[src/rtl/pipe_pkg.sv]
// Shared pipeline constants: register width, stage bus widths and the
// boundary-register occupancy states.
package pipe_pkg;

  localparam int unsigned RegW          = 32;
  localparam int unsigned IF2IDBusSize  = 3 * RegW;  // pc, pc_prev, inst
  localparam int unsigned ID2EXBusSize  = 6 * RegW;
  localparam int unsigned EX2MEMBusSize = 4 * RegW;
  localparam int unsigned MEM2WBBusSize = 3 * RegW;
  localparam int unsigned PipeCntW      = 2;

  // Encoding doubles as the held-entry count.
  typedef enum logic [1:0] {
    PS_EMPTY = 2'd0,
    PS_ONE   = 2'd1,
    PS_FULL  = 2'd2
  } pipe_state_e;

  typedef struct packed {
    logic [RegW-1:0] pc;
    logic [RegW-1:0] pc_prev;
    logic [RegW-1:0] inst;
  } if2id_bus_t;

endpackage

[src/rtl/pipe_slot.sv]
// One valid+data storage slot with load, drop and clear; data resets to RST_VAL.
module pipe_slot #(
  parameter int unsigned W        = 32,
  parameter logic [W-1:0] RST_VAL = '0,
  parameter bit          CLR_DATA = 1'b1
) (
  input  logic         clk_i,
  input  logic         rst_n_i,
  input  logic         clr_i,
  input  logic         load_i,
  input  logic         drop_i,
  input  logic [W-1:0] data_i,
  output logic         valid_o,
  output logic [W-1:0] data_o
);

  // Clear beats load beats drop; data is kept on drop so the bus stays stable.
  always_ff @(posedge clk_i) begin
    if (!rst_n_i) begin
      valid_o <= 1'b0;
      data_o  <= RST_VAL;
    end else if (clr_i) begin
      valid_o <= 1'b0;
      if (CLR_DATA) data_o <= RST_VAL;
    end else if (load_i) begin
      valid_o <= 1'b1;
      data_o  <= data_i;
    end else if (drop_i) begin
      valid_o <= 1'b0;
    end
  end

endmodule

[src/rtl/pipe_stage_reg.sv]
// Generic pipeline boundary register: valid/ready handshake, synchronous flush,
// single register (DEPTH=1) or register plus skid slot (DEPTH=2).
module pipe_stage_reg
  import pipe_pkg::*;
#(
  parameter int unsigned  W            = IF2IDBusSize,
  parameter int unsigned  DEPTH        = 1,
  parameter logic [W-1:0] RST_VAL      = '0,
  parameter bit           CLR_ON_FLUSH = 1'b1
) (
  input  logic                clk_i,
  input  logic                rst_n_i,
  input  logic                flush_i,
  input  logic                in_valid_i,
  output logic                in_ready_o,
  input  logic [W-1:0]        in_data_i,
  output logic                out_valid_o,
  input  logic                out_ready_i,
  output logic [W-1:0]        out_data_o,
  output logic [PipeCntW-1:0] count_o
);

  pipe_state_e  state_q, state_d;
  logic         main_valid, skid_valid;
  logic [W-1:0] skid_data, main_din;
  logic         in_xfer, out_xfer;
  logic         main_load, main_drop, main_from_skid;

  // DEPTH=2 ready depends only on registered state; DEPTH=1 looks through out_ready_i.
  assign in_ready_o  = (DEPTH == 2) ? (~flush_i & ~skid_valid)
                                    : (~flush_i & (~main_valid | out_ready_i));
  assign in_xfer     = in_valid_i & in_ready_o;
  assign out_xfer    = main_valid & out_ready_i;
  assign out_valid_o = main_valid;
  assign count_o     = PipeCntW'(state_q);
  assign main_din    = main_from_skid ? skid_data : in_data_i;

  always_ff @(posedge clk_i) begin
    if (!rst_n_i) state_q <= PS_EMPTY;
    else          state_q <= state_d;
  end

  always_comb begin
    state_d        = state_q;
    main_load      = 1'b0;
    main_drop      = 1'b0;
    main_from_skid = 1'b0;
    case (state_q)
      PS_EMPTY: begin
        if (in_xfer) begin
          main_load = 1'b1;
          state_d   = PS_ONE;
        end
      end
      PS_ONE: begin
        if (in_xfer && out_xfer) begin
          main_load = 1'b1;
        end else if (in_xfer) begin
          state_d = PS_FULL;
        end else if (out_xfer) begin
          main_drop = 1'b1;
          state_d   = PS_EMPTY;
        end
      end
      PS_FULL: begin
        if (out_xfer) begin
          main_load      = 1'b1;
          main_from_skid = 1'b1;
          state_d        = PS_ONE;
        end
      end
      default: state_d = PS_EMPTY;
    endcase
    if (flush_i) state_d = PS_EMPTY;
  end

  pipe_slot #(
    .W       (W),
    .RST_VAL (RST_VAL),
    .CLR_DATA(CLR_ON_FLUSH)
  ) u_main (
    .clk_i  (clk_i),
    .rst_n_i(rst_n_i),
    .clr_i  (flush_i),
    .load_i (main_load),
    .drop_i (main_drop),
    .data_i (main_din),
    .valid_o(main_valid),
    .data_o (out_data_o)
  );

  if (DEPTH == 2) begin : g_skid
    logic skid_load;
    // Skid only fills when main is occupied and not draining.
    assign skid_load = (state_q == PS_ONE) & in_xfer & ~out_xfer;

    pipe_slot #(
      .W       (W),
      .RST_VAL (RST_VAL),
      .CLR_DATA(CLR_ON_FLUSH)
    ) u_skid (
      .clk_i  (clk_i),
      .rst_n_i(rst_n_i),
      .clr_i  (flush_i),
      .load_i (skid_load),
      .drop_i (main_from_skid),
      .data_i (in_data_i),
      .valid_o(skid_valid),
      .data_o (skid_data)
    );
  end else if (DEPTH == 1) begin : g_no_skid
    assign skid_valid = 1'b0;
    assign skid_data  = RST_VAL;
  end else begin : g_bad_depth
    $error("pipe_stage_reg: DEPTH must be 1 or 2");
    assign skid_valid = 1'b0;
    assign skid_data  = RST_VAL;
  end

endmodule

[config.mk]
export PLATFORM = sky130hd
export DESIGN_NAME = pipe_stage_reg
export DESIGN_NICKNAME = d
export VERILOG_FILES = /design/src/rtl/pipe_pkg.sv /design/src/rtl/pipe_slot.sv /design/src/rtl/pipe_stage_reg.sv
export SDC_FILE = /design/constraint.sdc
export NUM_CORES = 1
export LEC_CHECK = 0
export BUFFER_PORTS_ARGS = -buffer_cell sky130_fd_sc_hd__buf_2
export CORE_ASPECT_RATIO = 1.1
export CORE_MARGIN = 4
export CORE_UTILIZATION = 45
export DETAILED_ROUTE_END_ITERATION = 6
export PLACE_DENSITY = 0.77
export REMOVE_ABC_BUFFERS = 1
export SETUP_SLACK_MARGIN = 0.5
export SLEW_MARGIN = 30
export SYNTH_ARGS = -nofsm -noshare
export SYNTH_HDL_FRONTEND = slang
export SYNTH_SLANG_ARGS = --single-unit
[constraint.sdc]
create_clock -name clk_i -period 1.8 [get_ports clk_i]
set_input_delay 0.09 -clock clk_i [delete_from_list [all_inputs] [get_ports clk_i]]
set_output_delay 0.09 -clock clk_i [all_outputs]
set_load 0.03 [all_outputs]
==> qor.txt <==
Fillers -> 635
CTS Buf Count -> 9
Worst EP arrival -> 1.82 ns
CTS Sinks -> 99
Slew headroom -> 72.1%
Pwr Density -> 648 mW/mm^2
share of cells above drive strength 1 -> 34.3%
CP max-delay cell -> dfxtp_2
routed vias -> 4683
clock power share -> 30.0%
Critical Path RT -> 2.09 ns
crit-path max cell delay -> 0.35 ns
Final HPWL DP -> 7.73 mm
Detailed Route Iter0 Violations -> 225
Power, Total -> 4.49 mW
Max Slew Vio Count -> 0
Slew @ Worst Pin -> 0.418 ns
input/output buffers -> 200
Top delay family on crit path -> buffers and inverters
CTS HTree Levels -> 3
CTS max path bufs -> 2
Switching Fraction -> 27.0%
synthesized instance count -> 463
Finish-stage setup viols -> 0
ANT nets after route -> 0
crit-path max FO -> 7
Rows -> 37
Post-Syn Area -> 0.00436 mm^2
Unique masters post-synth -> 26
CTS tree -> done
skew final -> 0.0117 ns
Power Internal -> 3.28 mW
CTS root buf -> clkbuf_8
Synth top area share -> 45.5%
Pleak -> 3.07 nW
Sw Pwr -> 1.22 mW
Layout Nets -> 845
Startpoint Class -> flip-flop
Synth-to-Final Area Change -> 59.2%
die height -> 111 um
FMAX -> 655 MHz
status -> finished clean
fin crit share -> 84.8%
initial antenna violation count -> 1
# DRC -> 0
gr usage total -> 25.1%
dominant cells by area after synthesis -> dfxtp_1, nand3_1, mux2i_1, clkbuf_1, buf_12
combinational power share -> 19.6%
post-detailed-route wirelength per cell -> 17.6 um
drt total wl -> 15.3 mm
largest area contributor in the netlist -> dfxtp_1
clk_lat worst skew -> 0.36 ns
RSZ-0062 raised after global routing -> yes
Setup Crit Path Kind -> reg -> reg
final core occ -> 73.8%
pin count of the biggest net entering global routing -> 106
number of global-route vias before repair -> 4562
CP bufs+invs -> 3
first-pass GRT wire length -> 22.8 mm
Final min period -> 1.53 ns
average size of a mapped cell -> 9.41 um^2
die width -> 102 um
crit-path cells -> nor3b_2, a21boi_4, buf_8, buf_12, buf_16, mux2i_4
Seq pwr share -> 50.5%
hold_ws -> 0.0154 ns
Worst-path clk slew -> 0.10 ns
DRT Pass-1 Iters -> 5
kind of end point of the critical path -> flip-flop
max-cap viol count -> 0
Syn. warnings -> 0
post-synthesis sequential area ratio -> 45.5%
Fin. Hold Viols -> 0
num ports -> 201
global placement routability congestion -> 0.781
core area -> 0.00940 mm^2
total gr overflow -> 0
vias per inst -> 5.40
maximum VDD drop -> 449 uV
Min-Delay Path Class -> in -> reg
die area -> 0.0113 mm^2
starting density of the core -> 46.4%
#FFs+latches synth -> 99
==> Yosys cell counts <==
cell type	n
buf_8	1
mux2i_1	96
a211o_1	1
clkbuf_1	26
clkbuf_2	1
nor3b_2	1
buf_4	6
nor3b_1	1
nand3b_1	1
nand3_1	193
buf_2	7
o21ai_0	2
nor2b_1	2
and4_1	1
a31oi_1	1
a21boi_1	1
or2_1	1
dfxtp_1	99
o31ai_1	1
buf_1	10
buf_12	4
nand2_1	1
nand4b_1	1
a21boi_0	1
inv_1	2
a21oi_1	2
==> logic make-up after synthesis <==
kind of cell / synth area share (%)
muxes: 22.1
DFF: 45.5
and+or+nand+nor: 23.7
AOI/OAI and AO/OA: 1.32
buffers and inverters: 7.41
==> power by group through the flow <==
stage | Combinational [mW] | Clock, mW | Sequential [mW]
final | 0.879 | 1.35 | 2.27
after global routing | 0.930 | 1.45 | 2.27
after CTS | 0.826 | 1.37 | 2.27
after detailed placement | 0.566 | 0 | 2.32
after global placement | 0.553 | 0 | 2.31
after floorplan | 0.324 | 0 | 2.42
==> timing repair <==
item / 4_1_cts / 5_1_grt
pin swaps: 2 / 1
cloned: 8 / 3
hold endpoints to repair: 93 / 0
resized for setup: 15 / 5
hold buffers: 93 / 0
endpoints found under the setup margin: 96 / 96
buffers inserted: 7 / 2
==> layout make-up <==
class                           count  area, um^2  share of cell area [%]
Clock inverter                      3        22.5                   0.325
Multi-Input combinational cell    307        2100                    30.2
Inverter                            2        7.51                   0.108
Antenna cell                        1        2.50                  0.0361
Tap cell                          117         146                    2.11
Timing Repair Buffer              325        2510                    36.2
Clock buffer                       13         159                    2.29
Sequential cell                    99        1990                    28.7
==> per-stage QoR <==
| stage | setup slack [ns] | setup TNS, ns | area (um^2) | cells |
|---|---|---|---|---|
| after CTS | 0.365 | 0 | 6820 | 861 |
| after detailed placement | 0.159 | 0 | 5390 | 737 |
| after global routing | 0.231 | 0 | 6940 | 867 |
| after floorplan | -6.06 | -597.95 | 4040 | 408 |
| after global placement | 0.294 | 0 | 5390 | 737 |
| final | 0.274 | 0 | 6940 | 867 |
==> tightest hold or removal path, stage by stage <==
cell and delay (ns):
buf_2 0.09, nand3_1 0.06, mux2i_1 0.07
==> final timing paths <==
| check | start | endpoint | slack, ns | depth (start not counted) |
|---|---|---|---|---|
| max | count_o[1] | u_main.data_o[82] | 0.27 | 6 |
| min | in_data_i[90] | u_main.data_o[90] | 0.02 | 3 |
| max reg2reg | count_o[1] | u_main.data_o[82] | 0.27 | 6 |
| min reg2reg | u_main.data_o[24] | u_main.data_o[24] | 0.47 | 2 |
==> sequential cells by signal, indices dropped and copies added, names as in the netlist <==
| signal | cells |
|---|---|
| count_o | 2 |
| u_main.valid_o | 1 |
| u_main.data_o | 96 |
==> placed cells by master (no fill, tap or decap), types with 2 or more instances in the layout <==
cell and instances:
a21oi_1 2, buf_12 9, buf_16 7, buf_2 200, buf_4 10, clkbuf_1 2
clkbuf_16 3, clkbuf_8 11, clkinvlp_4 3, dfxtp_1 96, dfxtp_2 2, dlygate4sd3_1 93
inv_1 2, mux2i_1 93, mux2i_2 2, nand3_1 193, o21ai_0 2
==> metal layers <==
layer	wire (um)	up-vias	GRT usage [%]	part of all wire [%]
met5	0	-	0	0
met4	340	0	10.5	2.2
met3	1130	33	6.48	7.4
met2	8120	198	45.0	53
met1	5680	2222	27.5	37
li1	-	2230	-	-
Note: power is estimated with default switching activity, not from simulation.
